**src/rtl/parking_slot_scheduler.sv**
```systemverilog
// rtl/parking_slot_scheduler.sv - round-robin entry arbiter and slot-occupancy allocator (optional PARK_STATS_EN counters)
module parking_slot_scheduler #(
    parameter int N_GATES = 2,
    parameter int N_SLOTS = 8,
    localparam int SW = $clog2(N_SLOTS),
    localparam int CW = $clog2(N_SLOTS + 1)
) (
    input  logic               i_clk,
    input  logic               i_reset,
    input  logic [N_GATES-1:0] i_entry_req,
    output logic [N_GATES-1:0] o_entry_ack,
    output logic               o_entry_ok,
    output logic [SW-1:0]      o_entry_slot,
    input  logic               i_exit_valid,
    input  logic [SW-1:0]      i_exit_slot,
    output logic               o_exit_err,
    output logic [N_SLOTS-1:0] o_occupancy,
    output logic [CW-1:0]      o_free_count,
    output logic               o_busy
`ifdef PARK_STATS_EN
    ,
    output logic [15:0]        o_entries_total,
    output logic [7:0]         o_denied_total
`endif
);

    localparam int GW = (N_GATES > 1) ? $clog2(N_GATES) : 1;

    typedef enum logic [1:0] {
        S_IDLE         = 2'd0,
        S_SEARCH       = 2'd1,
        S_GRANT        = 2'd2,
        S_RELEASE_WAIT = 2'd3
    } state_t;

    state_t             r_state;
    logic [GW-1:0]      r_rr_ptr;
    logic [GW-1:0]      r_winner;
    logic [SW-1:0]      r_slot;
    logic               r_found;
    logic [N_GATES-1:0] r_ack;
    logic               r_ok;
    logic [SW-1:0]      r_slot_out;
    logic               r_err;
    logic [N_SLOTS-1:0] r_occ;
    logic [CW-1:0]      r_free;

    logic               w_hit;
    logic [GW-1:0]      w_winner;
    logic [GW-1:0]      w_idx;
    logic               w_free_found;
    logic [SW-1:0]      w_free_idx;
    logic               w_exit_in_range;
    logic               w_exit_ok;
    logic               w_grant;
    logic [N_SLOTS-1:0] w_exit_mask;
    logic [N_SLOTS-1:0] w_grant_mask;

    // Round-robin pick: first requesting gate scanning upward from rr_ptr+1 with wrap
    always_comb begin
        w_hit    = 1'b0;
        w_winner = '0;
        w_idx    = '0;
        for (int i = 1; i <= N_GATES; i++) begin
            w_idx = GW'((int'(r_rr_ptr) + i) % N_GATES);
            if (!w_hit && i_entry_req[w_idx]) begin
                w_hit    = 1'b1;
                w_winner = w_idx;
            end
        end
    end

    // Lowest free slot of the registered occupancy (descending scan so the lowest index wins)
    always_comb begin
        w_free_found = 1'b0;
        w_free_idx   = '0;
        for (int i = N_SLOTS - 1; i >= 0; i--) begin
            if (!r_occ[i]) begin
                w_free_found = 1'b1;
                w_free_idx   = SW'(i);
            end
        end
    end

    // Release is honoured only for an in-range, currently occupied slot
    always_comb begin
        w_exit_in_range = int'(i_exit_slot) < N_SLOTS;
        w_exit_ok       = i_exit_valid && w_exit_in_range && r_occ[i_exit_slot];
        w_exit_mask     = w_exit_ok ? (N_SLOTS'(1) << i_exit_slot) : '0;
        w_grant         = (r_state == S_GRANT) && r_found;
        w_grant_mask    = w_grant ? (N_SLOTS'(1) << r_slot) : '0;
    end

    // Occupancy, free count and exit error: updated every cycle regardless of FSM state
    always_ff @(posedge i_clk or posedge i_reset) begin
        if (i_reset) begin
            r_occ  <= '0;
            r_free <= CW'(N_SLOTS);
            r_err  <= 1'b0;
        end else begin
            r_occ <= (r_occ & ~w_exit_mask) | w_grant_mask;
            r_err <= i_exit_valid && !w_exit_ok;
            case ({w_exit_ok, w_grant})
                2'b10:   r_free <= r_free + CW'(1);
                2'b01:   r_free <= r_free - CW'(1);
                default: r_free <= r_free;
            endcase
        end
    end

    // Entry FSM: IDLE -> SEARCH -> GRANT -> RELEASE_WAIT, with registered ack/ok/slot
    always_ff @(posedge i_clk or posedge i_reset) begin
        if (i_reset) begin
            r_state    <= S_IDLE;
            r_rr_ptr   <= GW'(N_GATES - 1);
            r_winner   <= '0;
            r_slot     <= '0;
            r_found    <= 1'b0;
            r_ack      <= '0;
            r_ok       <= 1'b0;
            r_slot_out <= '0;
        end else begin
            r_ack      <= '0;
            r_ok       <= 1'b0;
            r_slot_out <= '0;
            case (r_state)
                S_IDLE: begin
                    if (w_hit) begin
                        r_winner <= w_winner;
                        r_state  <= S_SEARCH;
                    end
                end
                S_SEARCH: begin
                    r_slot  <= w_free_idx;
                    r_found <= w_free_found;
                    r_state <= S_GRANT;
                end
                S_GRANT: begin
                    r_ack      <= N_GATES'(1) << r_winner;
                    r_ok       <= r_found;
                    r_slot_out <= r_found ? r_slot : '0;
                    r_rr_ptr   <= r_winner;
                    r_state    <= S_RELEASE_WAIT;
                end
                S_RELEASE_WAIT: begin
                    if (!i_entry_req[r_winner]) begin
                        r_state <= S_IDLE;
                    end
                end
                default: r_state <= S_IDLE;
            endcase
        end
    end

`ifdef PARK_STATS_EN
    logic [15:0] r_entries_total;
    logic [7:0]  r_denied_total;

    // Saturating grant/denial counters, stepped once per GRANT cycle
    always_ff @(posedge i_clk or posedge i_reset) begin
        if (i_reset) begin
            r_entries_total <= '0;
            r_denied_total  <= '0;
        end else if (r_state == S_GRANT) begin
            if (r_found && (r_entries_total != '1)) begin
                r_entries_total <= r_entries_total + 16'd1;
            end else if (!r_found && (r_denied_total != '1)) begin
                r_denied_total <= r_denied_total + 8'd1;
            end
        end
    end

    assign o_entries_total = r_entries_total;
    assign o_denied_total  = r_denied_total;
`endif

    assign o_entry_ack  = r_ack;
    assign o_entry_ok   = r_ok;
    assign o_entry_slot = r_slot_out;
    assign o_exit_err   = r_err;
    assign o_occupancy  = r_occ;
    assign o_free_count = r_free;
    assign o_busy       = (r_state != S_IDLE);

endmodule

```
**config.mk**
```make
export PLATFORM = sky130hd
export DESIGN_NAME = parking_slot_scheduler
export DESIGN_NICKNAME = d
export VERILOG_FILES = /design/src/rtl/parking_slot_scheduler.sv
export SDC_FILE = /design/constraint.sdc
export NUM_CORES = 1
export LEC_CHECK = 0
export BUFFER_PORTS_ARGS = -buffer_cell sky130_fd_sc_hd__buf_2
export CAP_MARGIN = 20
export CORE_UTILIZATION = 45
export CTS_CLUSTER_DIAMETER = 30
export DETAILED_ROUTE_END_ITERATION = 10
export GPL_ROUTABILITY_DRIVEN = 1
export PLACE_DENSITY = 0.67
export SYNTH_ARGS = -nofsm -noshare
export SYNTH_HDL_FRONTEND = slang
export SYNTH_SLANG_ARGS = --single-unit
```
**constraint.sdc**
```tcl
create_clock -name i_clk -period 2.93 [get_ports i_clk]
set_input_delay 0.293 -clock i_clk [delete_from_list [all_inputs] [get_ports i_clk]]
set_output_delay 0.293 -clock i_clk [all_outputs]
set_load 0.05 [all_outputs]
```
==> run metrics <==
status=complete, but fails checks; failing checks=design-rule violations; reported max-cap violation count=0; CTS Sinks=27; total number of vias=1094; critical path's top delay family=flip-flops; Routed Antenna Nets=0; Final nets=179; Mapped Cells=130; Worst setup SP type=register; Initial Utilization=49.0%; Final WS setup=0.560 ns; H-tree level count=1; Worst EP required=3.15 ns; Max Fanout on Critical Path=7; Finished Cell Area=0.00162 mm2; estimated wirelength of the detail-placed design=2020 um; Worst-path clk slew=0.16 ns; TritonRoute pass-1 iters=7; Avg Inst Size Synth=10.7 um2; relative slew slack=72.2%; final WL=2760 um; fin crit period=2.37 ns; fraction of layout cells with a size suffix above 1=26.5%; Synth Area in Simple Gates=15.4%; critical path class=reg2reg; Root Buffer Master=clkbuf_4; adder-cell share of the synthesized area=7.21%; number of global-route vias before repair=1076; most used cells in the layout excluding fill and tap cells=buf_2 (27), dfrtp_1 (25), o21ai_1 (18); Slowest Stage Delay on Critical Path=0.52 ns; Area Overhead vs Synth=17.0%; Die W=57.5 um; via/cell ratio=5.67; die height=57.5 um; CTS tree=done; f_max=422 MHz; maximum clock path buffer count=2; grt total ovfl=0; initial antenna violation count=0; power per standard cell area=1240 mW/mm2; HP Class=in2reg; Critical Path Most Common Cell=xor2_1; first-pass GRT wire length=4710 um; final count of hold timing violations=0; CP endpoint kind=register; sequential area share after synthesis=48.9%; Die ar.=0.00331 mm2; RSZ-0062 raised after global routing=no; Total GRT Usage=18.7%; clock buffer count from CTS=3; Final Skew=0.00655 ns; Synth Warn #=0; Synth Net Count=146; worst path bufs/invs=0; cell type of the slowest stage on the worst timing path=dfrtp_1; DRC=2; Max rail drop VDD=0.535 mV; Final GP Congestion=0.908; Setup-failing EPs final=0; number of synthesized flops with an enable pin=0; Crit path arrival time=2.59 ns; Inserted Diodes=0; Async SR Flop Fraction=100%; WL/cell=14.3 um; main combinational cell family by area after synthesis=compound AO/OA/AOI/OAI gates; Leakage Power=0.803 nW; row cnt=19; Tcrit/Tclk final=80.9%; Worst Setup SP=o_occupancy[1]; R2R Path Start=o_occupancy[1]; largest net degree at the start of global routing=28; Final Max Tran Viols=0; Post-Synth XOR/XNOR Area=3.16%; complex-gate fraction of the synthesized area=17.2%; mux cell area share after synthesis=4.87%; post-route setup TNS=0 ns; Worst-Skew Late Latency=0.32 ns; Ports=28; Hold Path Origin=i_exit_valid; Synth cell types=36; Top FF cell, synth=dfrtp_1; crit-path cells=mux2_4 > o22ai_2 > nor3_2 > nand2_1 > ha_1 > xor2_1 > ha_1 > a21oi_1 > xor2_1 > nor2_1 > xor2_1; area of the core=0.00283 mm2; Yosys reg bits=27; pre-CTS setup slack=0.561 ns; DR iter-0 viols=108; Syn Std Cell Area=0.00139 mm2; I/O Buffers=27; Worst Tran Pin Value=0.416 ns; cell area after placement=0.00155 mm2; commonest non-fill, non-tap cell in the layout=buf_2
-- Yosys cell counts (all sizes together), types with 2 or more instances --
cell    number  share of area (%)
mux2         5                4.9
and2         2               0.90
nand2       11                3.0
o22ai        5                2.7
and3         4                1.8
o21ai       19                6.9
nand3        6                2.2
xnor2        2                1.3
nor2         3               0.81
nor3         2                1.1
dfrtp       25                 45
ha           8                7.2
dfstp        2                3.8
nor2b        5                2.4
xor2         3                1.9
a31oi        2               0.90
nand2b       5                2.3
inv          8                2.2
-- through the flow --
| step | std cells | utilization [%] | hold slack (ns) | total power, mW |
|---|---|---|---|---|
| after floorplan | 130 | - | 0.344 | 1.57 |
| after global placement | 187 | 54.9 | 0.477 | 1.81 |
| after detailed placement | 187 | 54.9 | 0.479 | 1.84 |
| after CTS | 191 | 56.0 | 0.200 | 2.02 |
| after global routing | 193 | 57.4 | 0.228 | 2.16 |
| final | 193 | 57.4 | 0.226 | 2.01 |
-- sequential cells by signal, indices dropped and copies added, names as in the netlist --
| signal | cells |
|---|---|
| o_occupancy | 8 |
| o_exit_err | 1 |
| o_free_count | 4 |
| r_state | 2 |
| o_entry_slot | 3 |
| o_entry_ok | 1 |
| r_rr_ptr | 1 |
| r_slot | 3 |
| o_entry_ack | 2 |
| r_found | 1 |
| r_winner | 1 |
-- layer usage --
layer	global-route usage, %	vias up	share of wire, %
li1	-	528	-
met1	25.9	524	45
met2	28.6	38	48
met3	2.72	4	5.1
met4	9.76	0	1.6
met5	0	-	0
-- power breakdown --
| group | internal (mW) | switching [mW] | total [mW] | leakage (nW) |
|---|---|---|---|---|
| clock network | 0.0556 | 0.115 | 0.170 | 0.0183 |
| logic | 0.368 | 0.764 | 1.13 | 0.450 |
| registers | 0.536 | 0.172 | 0.708 | 0.334 |
| total | 0.960 | 1.05 | 2.01 | 0.803 |
-- kinds of logic (layout without fill, tap and decap cells) --
family	Yosys count	in the layout
AO/OA/AOI/OAI	35	35
XOR/XNOR	5	5
adder cells (fa/ha/maj)	8	8
buffers and inverters	10	42
flip-flops	27	27
multiplexers	5	5
AND/OR/NAND/NOR	40	40
-- area by class of cell --
class	count	area [um2]
Fill cell	241	1210
Inverter	8	30.0
Clock inverter	1	8.76
Multi-Input combinational cell	93	664
Timing Repair Buffer	30	180
Tap cell	31	38.8
Sequential cell	27	678
Clock buffer	3	22.5
-- path summary, 6_finish.rpt --
kind	end	cells after the start	slack (ns)
worst max-delay path	o_free_count[2]	11	0.56
worst min-delay path	o_exit_err	2	0.23
worst max register to register	o_free_count[2]	11	0.56
worst min register to register	o_free_count[3]	1	0.50
max in group asynchronous	r_rr_ptr	4	1.96
min in group asynchronous	o_entry_slot[2]	3	0.47
-- what timing repair did --
item                                   CTS  global route
setup endpoints to repair                0             0
buffers inserted                         0             0
resized for setup                        0             0
endpoints found under the hold margin    0             7
hold buffers                             0             1
Power figures use the tool's default switching activity.
